--- src/rtl/dvp_pattern_gen.sv ---
// OV5640-style DVP transmitter: emits vsync/href and an RGB565 byte stream
// (high byte first) carrying one of four test patterns.
module dvp_pattern_gen #(
   parameter int          H_ACTIVE    = 800,
   parameter int          V_ACTIVE    = 480,
   parameter int          H_BLANK     = 64,
   parameter int          VSYNC_LEN   = 4,
   parameter int          V_BACK      = 8,
   parameter int          V_FRONT     = 4,
   parameter logic [15:0] SOLID_COLOR = 16'hF800
) (
   input  logic       clk,
   input  logic       rst_n,
   input  logic       enable,
   input  logic [1:0] pattern_sel,
   output logic       cmos_vsync,
   output logic       cmos_href,
   output logic [7:0] cmos_data,
   output logic       frame_done,
   output logic [7:0] frame_cnt,
   output logic       busy
);

   localparam int LINE_LEN = 2 * H_ACTIVE + H_BLANK;
   localparam int COL_W    = $clog2(LINE_LEN);
   localparam int BAR_W    = H_ACTIVE / 8;
   localparam int BAR_CW   = (BAR_W > 1) ? $clog2(BAR_W) : 1;

   typedef enum logic [2:0] {
      S_IDLE   = 3'd0,
      S_VSYNC  = 3'd1,
      S_VBACK  = 3'd2,
      S_ACTIVE = 3'd3,
      S_VFRONT = 3'd4
   } state_e;

   state_e              state_q, state_d;
   logic [COL_W-1:0]    col_q, col_d;
   logic [15:0]         line_q, line_d;
   logic [15:0]         last_line_s;
   logic [1:0]          sel_q, sel_d;
   logic [5:0]          x_q, x_d;
   logic [2:0]          bar_q, bar_d;
   logic [BAR_CW-1:0]   bar_cnt_q, bar_cnt_d;
   logic [15:0]         pix_cnt_q, pix_cnt_d;
   logic [15:0]         pixel_s;
   logic                vsync_q, vsync_d;
   logic                href_q, href_d;
   logic                done_q, done_d;
   logic                busy_q, busy_d;
   logic [7:0]          data_q, data_d;
   logic [7:0]          frame_cnt_q, frame_cnt_d;

   function automatic logic [15:0] bar_color(input logic [2:0] idx);
      logic [15:0] c;
      case (idx)
         3'd0:    c = 16'hFFFF;
         3'd1:    c = 16'hFFE0;
         3'd2:    c = 16'h07FF;
         3'd3:    c = 16'h07E0;
         3'd4:    c = 16'hF81F;
         3'd5:    c = 16'hF800;
         3'd6:    c = 16'h001F;
         default: c = 16'h0000;
      endcase
      return c;
   endfunction

   // Line and column counters walk every state; all lines share one length.
   always_comb begin
      state_d     = state_q;
      col_d       = col_q;
      line_d      = line_q;
      sel_d       = sel_q;
      last_line_s = 16'd0;
      case (state_q)
         S_VSYNC:  last_line_s = 16'(VSYNC_LEN - 1);
         S_VBACK:  last_line_s = 16'(V_BACK - 1);
         S_ACTIVE: last_line_s = 16'(V_ACTIVE - 1);
         S_VFRONT: last_line_s = 16'(V_FRONT - 1);
         default:  last_line_s = 16'd0;
      endcase
      if (state_q == S_IDLE) begin
         if (enable) begin
            state_d = S_VSYNC;
            col_d   = '0;
            line_d  = 16'd0;
         end else begin
            state_d = S_IDLE;
         end
      end else if (col_q == COL_W'(LINE_LEN - 1)) begin
         col_d = '0;
         if (line_q == last_line_s) begin
            line_d = 16'd0;
            case (state_q)
               S_VSYNC:  state_d = S_VBACK;
               S_VBACK:  state_d = S_ACTIVE;
               S_ACTIVE: state_d = S_VFRONT;
               S_VFRONT: state_d = enable ? S_VSYNC : S_IDLE;
               default:  state_d = S_IDLE;
            endcase
         end else begin
            line_d = line_q + 16'd1;
         end
      end else begin
         col_d = col_q + COL_W'(1);
      end
      if (state_d == S_VSYNC && state_q != S_VSYNC) begin
         sel_d = pattern_sel;
      end else begin
         sel_d = sel_q;
      end
   end

   // Outputs are derived from the next state so each registers in step with it.
   always_comb begin
      vsync_d     = (state_d == S_VSYNC);
      href_d      = (state_d == S_ACTIVE) && (col_d < COL_W'(2 * H_ACTIVE));
      busy_d      = (state_d != S_IDLE);
      done_d      = (state_d == S_VFRONT) && (col_d == COL_W'(LINE_LEN - 1)) &&
                    (line_d == 16'(V_FRONT - 1));
      frame_cnt_d = done_d ? frame_cnt_q + 8'd1 : frame_cnt_q;
      x_d         = x_q;
      bar_d       = bar_q;
      bar_cnt_d   = bar_cnt_q;
      pix_cnt_d   = pix_cnt_q;
      pixel_s     = 16'h0000;
      case (sel_q)
         2'd0:    pixel_s = bar_color(bar_q);
         2'd1:    pixel_s = {x_q[4:0], x_q[5:0], x_q[4:0]};
         2'd2:    pixel_s = SOLID_COLOR;
         default: pixel_s = pix_cnt_q;
      endcase
      if (!href_d) begin
         x_d       = 6'd0;
         bar_d     = 3'd0;
         bar_cnt_d = '0;
         data_d    = 8'h00;
      end else if (col_d[0]) begin
         // Second byte of a pixel: advance all pixel trackers afterwards.
         data_d    = pixel_s[7:0];
         x_d       = x_q + 6'd1;
         pix_cnt_d = pix_cnt_q + 16'd1;
         if (bar_cnt_q == BAR_CW'(BAR_W - 1)) begin
            bar_cnt_d = '0;
            bar_d     = bar_q + 3'd1;
         end else begin
            bar_cnt_d = bar_cnt_q + BAR_CW'(1);
         end
      end else begin
         data_d = pixel_s[15:8];
      end
      if (state_d == S_VSYNC && state_q != S_VSYNC) begin
         pix_cnt_d = 16'd0;
      end else begin
         pix_cnt_d = pix_cnt_d;
      end
   end

   // State, counters and registered outputs.
   always_ff @(posedge clk or negedge rst_n) begin
      if (!rst_n) begin
         state_q     <= S_IDLE;
         col_q       <= '0;
         line_q      <= 16'd0;
         sel_q       <= 2'd0;
         x_q         <= 6'd0;
         bar_q       <= 3'd0;
         bar_cnt_q   <= '0;
         pix_cnt_q   <= 16'd0;
         vsync_q     <= 1'b0;
         href_q      <= 1'b0;
         done_q      <= 1'b0;
         busy_q      <= 1'b0;
         data_q      <= 8'h00;
         frame_cnt_q <= 8'd0;
      end else begin
         state_q     <= state_d;
         col_q       <= col_d;
         line_q      <= line_d;
         sel_q       <= sel_d;
         x_q         <= x_d;
         bar_q       <= bar_d;
         bar_cnt_q   <= bar_cnt_d;
         pix_cnt_q   <= pix_cnt_d;
         vsync_q     <= vsync_d;
         href_q      <= href_d;
         done_q      <= done_d;
         busy_q      <= busy_d;
         data_q      <= data_d;
         frame_cnt_q <= frame_cnt_d;
      end
   end

   assign cmos_vsync = vsync_q;
   assign cmos_href  = href_q;
   assign cmos_data  = data_q;
   assign frame_done = done_q;
   assign frame_cnt  = frame_cnt_q;
   assign busy       = busy_q;

endmodule
--- config.mk ---
export PLATFORM = sky130hd
export DESIGN_NAME = dvp_pattern_gen
export DESIGN_NICKNAME = d
export VERILOG_FILES = /design/src/rtl/dvp_pattern_gen.sv
export SDC_FILE = /design/constraint.sdc
export NUM_CORES = 1
export LEC_CHECK = 0
export BUFFER_PORTS_ARGS = -buffer_cell sky130_fd_sc_hd__buf_4
export CAP_MARGIN = 0
export CORE_ASPECT_RATIO = 0.8
export CORE_MARGIN = 8
export CORE_UTILIZATION = 55
export CTS_CLUSTER_DIAMETER = 120
export DETAILED_ROUTE_END_ITERATION = 6
export PLACE_DENSITY = 0.82
export SLEW_MARGIN = 25
export SYNTH_ARGS = -nofsm -noshare
export SYNTH_HDL_FRONTEND = slang
export SYNTH_SLANG_ARGS = --single-unit
export TNS_END_PERCENT = 10
--- constraint.sdc ---
create_clock -name clk -period 3.6 [get_ports clk]
set_clock_uncertainty 0.1 [all_clocks]
set_input_delay 1.08 -clock clk [delete_from_list [all_inputs] [get_ports clk]]
set_output_delay 1.08 -clock clk [all_outputs]
set_load 0.01 [all_outputs]
==> summary.txt, run 1 <==
Run status
  – Status: complete, no violations

Yosys
  – Simple-gate share of the synthesized area: 0.294
  – Library cells used by synthesis: 86
  – Compound-gate portion of the synthesized area: 0.169
  – Main synth FF type: dfrtp_1
  – Top post-synthesis cells by area: dfrtp_1, nor2_1, nand2_1, xnor2_1, nand3_1
  – Mapped Cells: 584
  – Synth area leader: dfrtp_1
  – Mux cell area share after synthesis: 0.0157
  – XOR/XNOR Fraction of Synth Area: 0.0606
  – Ys async rst share: 1.00
  – Syn nets: 600
  – Adder-Cell Fraction of Synth Area: 0.0257
  – Mapped Avg Cell Area: 9.15 µm²
  – Top cell type's share of synthesized area: 0.393
  – Post-synth EDFFs: 0
  – Sequential fraction of the synthesis area: 0.393
  – Synthesized area: 5350 µm²
  – Combinational family with the most area after synthesis: simple AND/OR/NAND/NOR gates
  – Flops & latches, synth: 84
  – Warning count from the yosys run: 0

Drt
  – Number of DRC markers in iteration 0: 540
  – Routed WL: 13,800 µm
  – First-pass iteration count of the detailed router: 5
  – Vias per cell: 6.42
  – # DRC: 0
  – Wirelength per Cell: 18.7 µm
  – Detailed-route via count: 4,724
  – Final ANT Viol Nets: 0

Worst setup path
  – Buffer and inverter count on the worst path: 2
  – Crit path max fanout: 32
  – Slowest stage cell, crit path: o31ai_4
  – Crit-path cells: ha_1, nand4_4, o31ai_4, nor2b_1, a21oi_1, buf_4, a31oi_1, or3_1, buf_12, nor4_2, xnor2_1, nor2_1
  – Startpoint types: flip-flop
  – Critical Path RT: 3.73 ns
  – Crit path DAT: 3.49 ns
  – Kind of critical path: reg2reg
  – CP top delay family: simple AND/OR/NAND/NOR gates
  – Crit path capture type: flip-flop
  – CP max stage delay: 0.45 ns

Cells and area
  – Final std cells w/o fill: 736
  – Antenna Cells: 0
  – Share of layout cells above drive strength 1: 0.183
  – Final core utilization: 0.636
  – Most common cell after layout, fill and taps aside: dfrtp_1
  – Most frequent cells in the layout: dfrtp_1, nor2_1, nand2_1, buf_4, nand3_1
  – Nets@finish: 629
  – Fill cells: 779
  – Area grow syn2layout: 13.8%
  – Design area: 6080 µm²

Place
  – Placed cell areas: 5710 µm²
  – Routability cong.: 1.01
  – Dpl cells: 721
  – Port Buffers: 24
  – Hpwl dp: 9760 µm

Timing
  – Pins Over Slew Limit: 0
  – Slew Limit Headroom: 0.485
  – Tcrit/Tclk final: 0.935
  – Worst-Margin Slew: 0.773 ns
  – Crit path time final: 3.36 ns
  – Final setup fails: 0
  – Hold Fails Final Rpt: 0
  – TNS Setup: 0 ns
  – F_max: 297 MHz
  – RSZ-0062 raised after global routing: no

Job
  – Max cap viols: 0

Worst hold path
  – Hold crit path type: reg2reg

Die
  – Starting Density: 0.559
  – I/O pin cnt: 25
  – Die width: 126 µm
  – CORE AREA: 9570 µm²
  – Die Y: 104 µm
  – Num rows: 32
  – Die footprint: 13,100 µm²

Clock network
  – Clk pin slew, worst setup/hold paths: 0.06 ns
  – Cts bufs inserted: 9
  – # H-tree levels: 3
  – CTS tree: done
  – CTS root buf: clkbuf_16
  – Clk_lat worst skew: 0.34 ns
  – CTS Hold Buffers Added: 0
  – Num Clock Sinks: 84
  – Bufs on Longest Clock Path: 2

Power and ir drop
  – VDD IR-drop max: 220 µV
  – Pwr/cell area: 356 nW/µm²
  – Leakage power: 2.65 nW

Global routing
  – First-pass GRT wire length: 23,000 µm
  – Vias in the first global route: 4,447
  – Initial antenna violation count: 0
  – GRT Residual Overflow: 0
  – Largest net degree at the start of global routing: 85
  – GRT Resource Usage Total: 0.215
stage by stage:
step	total power [mW]	setup slack, ns	hold WS, ns
3_5_place_dp	1.06	0.0766	0.373
3_3_place_gp	1.05	0.0826	0.365
5_1_grt	2.23	0.0259	0.417
4_1_cts	2.18	0.123	0.388
6_report	2.17	0.236	0.386
2_1_floorplan	1.02	0.310	0.360
flip-flops by register name (all words and copies together) (netlist names):
| register | cells |
|---|---|
| x_q | 6 |
| cmos_data | 8 |
| bar_q | 3 |
| col_q | 11 |
| cmos_href | 1 |
| frame_done | 1 |
| frame_cnt | 8 |
| cmos_vsync | 1 |
| pix_cnt_q | 16 |
| line_q | 16 |
| sel_q | 2 |
| bar_cnt_q | 7 |
| state_q | 3 |
| busy | 1 |
worst reg2reg max path, cell delays in order (launching register included):
cell and delay (ns):
dfrtp_1 0.42, ha_1 0.32, nand4_4 0.24, o31ai_4 0.46
nor2b_1 0.11, a21oi_1 0.22, buf_4 0.18, a31oi_1 0.06
or3_1 0.44, buf_12 0.21, nor4_2 0.31, xnor2_1 0.15
nor2_1 0.05
logic make-up (layout without fill, tap and decap cells):
| kind of cell | after synthesis | after routing |
|---|---|---|
| flops | 84 | 84 |
| simple gates | 274 | 274 |
| compound gates | 123 | 123 |
| fa+ha+maj | 11 | 11 |
| buf+inv | 47 | 80 |
| xor+xnor | 37 | 37 |
| mux | 8 | 8 |
path summary, 6_finish.rpt:
path / start / end / depth (start not counted) / slack [ns]
setup / recovery: col_q[0] / pix_cnt_q[13] / 12 / 0.24
hold / removal: frame_cnt[7] / frame_cnt[7] / 1 / 0.39
setup reg to reg: col_q[0] / pix_cnt_q[13] / 12 / 0.24
hold reg to reg: frame_cnt[7] / frame_cnt[7] / 1 / 0.39
max in group asynchronous: rst_n / bar_cnt_q[6] / 1 / 2.18
min in group asynchronous: rst_n / col_q[6] / 1 / 0.66
area by class of cell:
type                            instances  area [µm²]  area share
Sequential cell                        84        2100       0.346
Tap cell                              119         149      0.0245
Clock buffer                            9         225      0.0370
Multi-Input combinational cell        453        3020       0.497
Timing Repair Buffer                   49         384      0.0632
Clock inverter                          6         138      0.0226
Inverter                               16        60.1     0.00987
metal layers:
layer  up-vias  global-route usage  part of all wire
met5         -                   0                 0
met4         0              0.0694             0.016
met3        28              0.0476             0.090
met2       223               0.323              0.46
met1      2283               0.299              0.43
li1       2190                   -                 -
power breakdown:
part	total [mW]	internal (mW)	switching, mW
registers	0.971	0.952	0.0189
logic	0.0700	0.0232	0.0468
clock network	1.13	0.746	0.380
total	2.17	1.72	0.445
synthesized netlist by cell type, drive strengths merged (6+ instances only):
master	n
o21ai	30
xnor2	22
xor2	15
a311oi	6
and2	6
a21oi	23
nor2	74
dfrtp	84
nand3	33
nand4	21
or4	7
a31oi	7
ha	11
nor4	13
clkbuf	13
o31ai	6
nor3	13
inv	16
and3	14
nand2	62
a21o	7
buf	18
timing repair:
| action | 4_1_cts | 5_1_grt |
|---|---|---|
| setup buffers | 0 | 0 |
| endpoints found under the hold margin | 0 | 0 |
| endpoints found under the setup margin | 0 | 13 |
| resized for setup | 0 | 1 |
Note: power is estimated with default switching activity, not from simulation.
==> run 2: changes to the inputs <==
- ABC_AREA: unset -> 1
- CORE_MARGIN: 8 -> unset
- PLACE_DENSITY: 0.82 -> 0.81
==> run 2 against run 1 <==
  * Sequential power up 10%
  * Non-clock buffer count down 22
  * Flip-flop and latch count unchanged
  * Hold slack better by 0.0044 ns
  * Cell count up 31%
  * Clock power down 23%
  * Setup slack better by 0.19 ns
  * Cell area up 3.1%
  * Wire length up 3.3%
  * Critical endpoint is now pix_cnt_q[4]
  * Count of clock-buffer cells in the layout up 2
  * Maximum frequency up 5.9%
  * Largest cell class unchanged
  * Area after synthesis up 7.4%
==> summary.txt, run 2 <==
Worst setup path
  – Critical Path RT: 3.72 ns (about the same)
  – RR Endpoint: pix_cnt_q[4]
  – Buffer and inverter count on the worst path: 1 (-1)
  – Reg2reg setup slack: 0.42 ns (+0.19 ns)
  – Slowest stage cell, crit path: nand4_2
  – Kind of critical path: reg2reg
  – CP Depth: 12 (unchanged)
  – CP top delay family: simple AND/OR/NAND/NOR gates
  – CP max stage delay: 0.72 ns (+0.27 ns)
  – Crit path DAT: 3.30 ns (-0.19 ns)
  – Crit path capture type: flip-flop
  – Crit-path cells: ha_1, nand2_2, nor2_4, nand3_4, nor2_8, nand3_2, nor2_4, o21ai_2, inv_1, nand4_2, nand3_1, nand2_1
  – Crit path max fanout: 35 (+9.4%)
  – Most common cell on crit path: nor2_4
  – Worst reg2reg startpoint: col_q[0]
  – R2R depth: 12 (unchanged)
  – Startpoint types: flip-flop

Run status
  – Status: complete, no violations

Global routing
  – Initial antenna violation count: 0 (unchanged)
  – Vias in the first global route: 4,911 (+10%)
  – GRT Resource Usage Total: 0.284 (+0.0698)
  – First-pass GRT wire length: 23,900 µm (+3.7%)
  – GRT Residual Overflow: 0 (unchanged)
  – Largest net degree at the start of global routing: 85 (unchanged)

Clock network
  – Clk pin slew, worst setup/hold paths: 0.06 ns (about the same)
  – Postcts setup bufs: 0 (unchanged)
  – Num Clock Sinks: 84 (unchanged)
  – CTS Hold Buffers Added: 0 (unchanged)
  – Post-cts sizing count: 0 (unchanged)
  – Cts bufs inserted: 9 (unchanged)
  – CTS tree: done
  – Bufs on Longest Clock Path: 2 (unchanged)
  – # H-tree levels: 3 (unchanged)
  – Clk_lat worst skew: 0.34 ns (about the same)
  – CTS root buf: clkbuf_16

Yosys
  – Flops & latches, synth: 84 (unchanged)
  – Ys async rst share: 1.00 (unchanged)
  – Mapped Cells: 802 (+37%)
  – Most common cell in the netlist: nand2_1
  – Mapped Avg Cell Area: 7.16 µm² (-22%)
  – Post-synth EDFFs: 0 (unchanged)
  – Warning count from the yosys run: 0 (unchanged)
  – Main synth FF type: dfrtp_1
  – Sequential fraction of the synthesis area: 0.366 (-0.0271)
  – Synth area leader: dfrtp_1
  – Library cells used by synthesis: 41 (-52%)
  – Commonest cells in the netlist: nand2_1, nor2_1, nand3_1, inv_1, dfrtp_1
  – Top post-synthesis cells by area: dfrtp_1, nand2_1, nand3_1, nor2_1, inv_1
  – Top cell type's share of synthesized area: 0.366 (-0.0271)
  – Syn nets: 818 (+36%)
  – Synthesized area: 5740 µm² (+7.4%)

Cells and area
  – Antenna Cells: 0 (unchanged)
  – Design area: 6270 µm² (+3.1%)
  – Most common cell after layout, fill and taps aside: nand2_1
  – Area grow syn2layout: 9.26%
  – Nets@finish: 838 (+33%)
  – Most frequent cells in the layout: nand2_1, nor2_1, nand3_1, inv_1, dfrtp_1
  – Share of layout cells above drive strength 1: 0.122 (-0.0609)
  – Final std cells w/o fill: 962 (+31%)
  – Biggest regs: line_q: 16 flops, pix_cnt_q: 16 flops, col_q: 11 flops

Drt
  – # DRC: 0 (unchanged)
  – Detailed-route via count: 5,489 (+16%)
  – Routed WL: 14,300 µm (+3.3%)
  – Wirelength per Cell: 14.8 µm (-21%)
  – First-pass iteration count of the detailed router: 6 (+1)
  – Final ANT Viol Nets: 0 (unchanged)
  – Number of DRC markers in iteration 0: 551 (+2.0%)
  – DRT met1 WL: 6930 µm (+16%)
  – Metal2 WL: 5810 µm (-8.8%)
  – Met3 Wirelength: 1330 µm (+7.4%)
  – Vias per cell: 5.71 (-11%)
  – Highest Signal Layer: met4

Timing
  – RSZ-0062 raised after global routing: no
  – Worst-Margin Slew: 0.916 ns (+0.144 ns)
  – Pins Over Slew Limit: 0 (unchanged)
  – Hold Fails Final Rpt: 0 (unchanged)
  – Final setup margin: 0.422 ns (+0.186 ns)
  – TNS Setup: 0 ns (unchanged)
  – Slew Limit Headroom: 0.388 (-0.0973)
  – F_max: 315 MHz (+5.9%)
  – Final setup fails: 0 (unchanged)
  – Tcrit/Tclk final: 0.883 (-0.0517)
  – Crit path time final: 3.18 ns (-0.186 ns)

Die
  – CORE AREA: 9890 µm² (+3.3%)
  – Die footprint: 10,900 µm² (-17%)
  – Die width: 116 µm (-7.9%)
  – I/O pin cnt: 25 (unchanged)
  – Starting Density: 0.580 (+0.0219)
  – Num rows: 32 (unchanged)
  – Die Y: 93.4 µm (-10%)

Place
  – Port Buffers: 24 (unchanged)
  – Hpwl dp: 10,500 µm (+7.5%)
  – DP Worst Slack: 0.253 ns (+0.176 ns)
  – Placed cell areas: 5990 µm² (+5.0%)
  – Dpl cells: 947 (+31%)
  – Routability cong.: 0.970 (-4.1%)

Power and ir drop
  – VDD IR-drop max: 297 µV (+35%)
  – Pwr/cell area: 433 nW/µm² (+22%)
  – Leakage power: 3.08 nW (+16%)

Worst hold path
  – Hold crit path type: reg2reg
  – Hold endpoint: bar_q[2]
  – Hold Path Stages: 2 (+1)
  – Worst hold start: bar_q[2]

Job
  – Max cap viols: 0 (unchanged)
==> run 2: cell count changes after synthesis, moves of 11 or more <==
cell	delta
nor2_1	+29
nand3_1	+57
inv_1	+72
clkbuf_1	-11
o21ai_2	+11
nand2_1	+161
and3_1	-13
a21oi_1	-14
xnor2_1	-16
==> run 2: cell families (layout without fill, tap and decap cells) <==
logic type	count (synthesis)	count (layout)	synth area share
compound gates	65	65	0.0748
xor+xnor	30	30	0.0458
buf+inv	114	138	0.0850
flops	84	84	0.366
fa+ha+maj	11	11	0.0240
simple gates	498	498	0.404
==> run 2: how the worst max path moves through the flow <==
stage	startpoint	to	slack (ns)
6_report	col_q[0]	pix_cnt_q[4]	0.42
3_5_place_dp	enable	frame_cnt[3]	0.25
2_1_floorplan	enable	frame_cnt[2]	1.01
5_1_grt	col_q[0]	pix_cnt_q[12]	0.15
3_3_place_gp	enable	frame_cnt[5]	0.38
4_1_cts	col_q[0]	pix_cnt_q[4]	0.45
==> run 2: final cells by class <==
| type | count | area, µm² |
|---|---|---|
| multi-input combinational | 604 | 3150 |
| timing repair buffer | 27 | 206 |
| clock inverter | 4 | 25.0 |
| tap | 136 | 170 |
| inverter | 96 | 365 |
| clock buffer | 11 | 253 |
| fill | 862 | 3620 |
| sequential | 84 | 2100 |
==> run 2: per-layer routing <==
metal,GRT usage,vias up
met1,0.437,2559
met3,0.0674,27
met2,0.392,250
met4,0.0780,0
li1,-,2653
met5,0,-
==> run 2: through the flow <==
stage          hold WS [ns]   util  total power [mW]
6_report              0.391  0.634              2.72
5_1_grt               0.426  0.634              2.85
4_1_cts               0.403  0.634              2.71
3_5_place_dp          0.389  0.606              1.84
3_3_place_gp          0.378  0.606              1.83
2_1_floorplan         0.353      -              1.65
==> run 2: power breakdown <==
group	internal [mW]	switching (mW)	total [mW]
Combinational	0.220	0.560	0.780
Clock	0.498	0.370	0.869
Sequential	0.997	0.0703	1.07
Total	1.72	1.00	2.72
==> run 2: worst reg2reg max path: stages (launching register included) <==
cell and delay [ns]:
dfrtp_1 0.41, ha_1 0.24, nand2_2 0.10, nor2_4 0.14, nand3_4 0.12, nor2_8 0.19, nand3_2 0.13, nor2_4 0.15
o21ai_2 0.15, inv_1 0.15, nand4_2 0.72, nand3_1 0.36, nand2_1 0.08
==> run 3: changes to the inputs <==
- ABC_AREA: 1 -> unset
- CELL_PAD_IN_SITES_DETAIL_PLACEMENT: unset -> 0
- CELL_PAD_IN_SITES_GLOBAL_PLACEMENT: unset -> 1
- CORE_UTILIZATION: 55 -> 48
- PLACE_DENSITY: 0.81 -> 0.89
==> run 3 against run 2 <==
  * Core utilization shrank 7.9 points
  * Non-clock buffer count grew 19
  * Clock power grew 1%
  * Die area grew 6.6%
==> summary.txt, run 3 (synthesis results as in run 1) <==
Drt
  – Wirelength per Cell: 17.7 µm (+19%)
  – Final ANT Viol Nets: 0 (unchanged)
  – Number of DRC markers in iteration 0: 434 (-21%)
  – Routed WL: 13,400 µm (-6.0%)
  – Detailed-route via count: 4,639 (-15%)
  – # DRC: 0 (unchanged)
  – First-pass iteration count of the detailed router: 7 (+1)
  – Vias per cell: 6.11 (+7.1%)

Die
  – Die width: 120 µm (+3.2%)
  – Die Y: 96.4 µm (+3.2%)
  – CORE AREA: 10,800 µm² (+9.7%)
  – I/O pin cnt: 25 (unchanged)
  – Die footprint: 11,600 µm² (+6.6%)
  – Num rows: 34 (+6.3%)
  – Starting Density: 0.493 (-0.0877)

Timing
  – Hold Fails Final Rpt: 0 (unchanged)
  – Pins Over Slew Limit: 0 (unchanged)
  – TNS Setup: 0 ns (unchanged)
  – Worst-Margin Slew: 0.780 ns (-0.136 ns)
  – Slew Limit Headroom: 0.475 (+0.0876)
  – Final setup fails: 0 (unchanged)
  – RSZ-0062 raised after global routing: yes
  – Crit path time final: 3.37 ns (+0.193 ns)
  – Tcrit/Tclk final: 0.937 (+0.0537)
  – Final setup margin: 0.229 ns (-0.193 ns)
  – F_max: 297 MHz (-5.7%)

Clock network
  – Clk_lat worst skew: 0.34 ns (about the same)
  – Cts bufs inserted: 9 (unchanged)
  – Bufs on Longest Clock Path: 2 (unchanged)
  – CTS tree: done
  – Clk pin slew, worst setup/hold paths: 0.07 ns (about the same)
  – # H-tree levels: 3 (unchanged)
  – CTS root buf: clkbuf_16
  – Num Clock Sinks: 84 (unchanged)

Power and ir drop
  – VDD IR-drop max: 177 µV (-41%)
  – Tot Pwr: 1.92 mW (-29%)
  – Leakage power: 2.59 nW (-16%)
  – Pwr/cell area: 319 nW/µm² (-26%)

Place
  – Hpwl dp: 9470 µm (-9.7%)
  – Routability cong.: 0.914 (-5.8%)
  – DP Worst Slack: -0.00184 ns (-0.254 ns)
  – Dpl cells: 743 (-22%)
  – Port Buffers: 24 (unchanged)

Worst setup path
  – Crit path DAT: 3.49 ns (+0.19 ns)
  – Startpoint types: flip-flop
  – Critical Path RT: 3.72 ns (about the same)
  – Crit path max fanout: 9 (-74%)
  – Reg2reg setup slack: 0.23 ns (-0.19 ns)
  – Crit path capture type: flip-flop
  – Kind of critical path: reg2reg

Cells and area
  – Biggest regs: line_q: 16 flops, pix_cnt_q: 16 flops, col_q: 11 flops
  – Area grow syn2layout: 12.6%
  – Most frequent cells in the layout: dfrtp_1, nor2_1, nand2_1, buf_4, nand3_1
  – Share of layout cells above drive strength 1: 0.180 (+0.0582)
  – Final std cells w/o fill: 759 (-21%)
  – Nets@finish: 626 (-25%)
  – Antenna Cells: 0 (unchanged)
  – Fill cells: 988 (+15%)
  – Most common cell after layout, fill and taps aside: dfrtp_1

Global routing
  – First-pass GRT wire length: 22,200 µm (-7.2%)
  – GRT Resource Usage Total: 0.247 (-0.0377)
  – Largest net degree at the start of global routing: 61 (-28%)
  – GRT Residual Overflow: 0 (unchanged)
  – Initial antenna violation count: 0 (unchanged)
  – Vias in the first global route: 4,249 (-13%)

Worst hold path
  – Hold crit path type: reg2reg

Job
  – Max cap viols: 0 (unchanged)

Run status
  – Status: complete, no violations
run 3: cell count changes in the layout (fill, tap and decap cells not counted), sizes merged, moves of 15 or more:
cell,before,now
nand2,230,62
inv,94,18
nand3,98,33
nor2,117,74
buf,27,46
xnor2,6,22
a21oi,8,23
run 3: power by group:
part           leakage, nW  switching [mW]  internal (mW)
Clock                0.132           0.392          0.490
Combinational         1.40          0.0473         0.0244
Sequential            1.06          0.0187          0.952
Total                 2.59           0.458           1.47
run 3: worst paths after layout:
kind / from / to / cells after the start
max: col_q[0] / frame_cnt[1] / 11
min: frame_cnt[7] / frame_cnt[7] / 1
max reg2reg: col_q[0] / frame_cnt[1] / 11
min reg2reg: frame_cnt[7] / frame_cnt[7] / 1
max in group asynchronous: rst_n / x_q[3] / 2
min in group asynchronous: rst_n / col_q[8] / 1
run 3: area by class of cell:
cell class / instances / area [µm²] / area share
Timing Repair Buffer: 46 / 370 / 0.0615
Multi-Input combinational cell: 453 / 3020 / 0.502
Clock inverter: 6 / 45.0 / 0.00748
Clock buffer: 10 / 239 / 0.0397
Sequential cell: 84 / 2100 / 0.349
Tap cell: 144 / 180 / 0.0299
Inverter: 16 / 60.1 / 0.00998
run 3: layer usage:
metal | share of wire | global-route usage | vias up
met2 | 0.42 | 0.352 | 170
met4 | 0.019 | 0.0906 | 0
met5 | 0 | 0 | -
met1 | 0.49 | 0.368 | 2267
met3 | 0.066 | 0.0475 | 21
li1 | - | - | 2181
run 3: timing repair:
item                                    in CTS  in global routing
hold buffers                                 0                  0
gates resized for setup                      0                  1
setup buffers                                0                  0
endpoints found under the hold margin        0                  0
endpoints found under the setup margin       0                  7
run 3: through the flow:
stage | util | cell area (µm²) | hold slack (ns)
3_5_place_dp | 0.528 | 5730 | 0.365
3_3_place_gp | 0.528 | 5730 | 0.371
6_report | 0.555 | 6020 | 0.373
2_1_floorplan | - | 5350 | 0.360
5_1_grt | 0.555 | 6020 | 0.416
4_1_cts | 0.554 | 6010 | 0.382
run 3: worst max-delay path, cell delays in order (launching register included):
cell and delay [ns]:
dfrtp_1 0.42, ha_1 0.33, nand4_4 0.23, o31ai_4 0.38, buf_4 0.21, a21o_1 0.17, nand4_1 0.10, and4bb_1 0.34
o211ai_2 0.13, nor4_4 0.30, buf_4 0.20, mux2_1 0.33
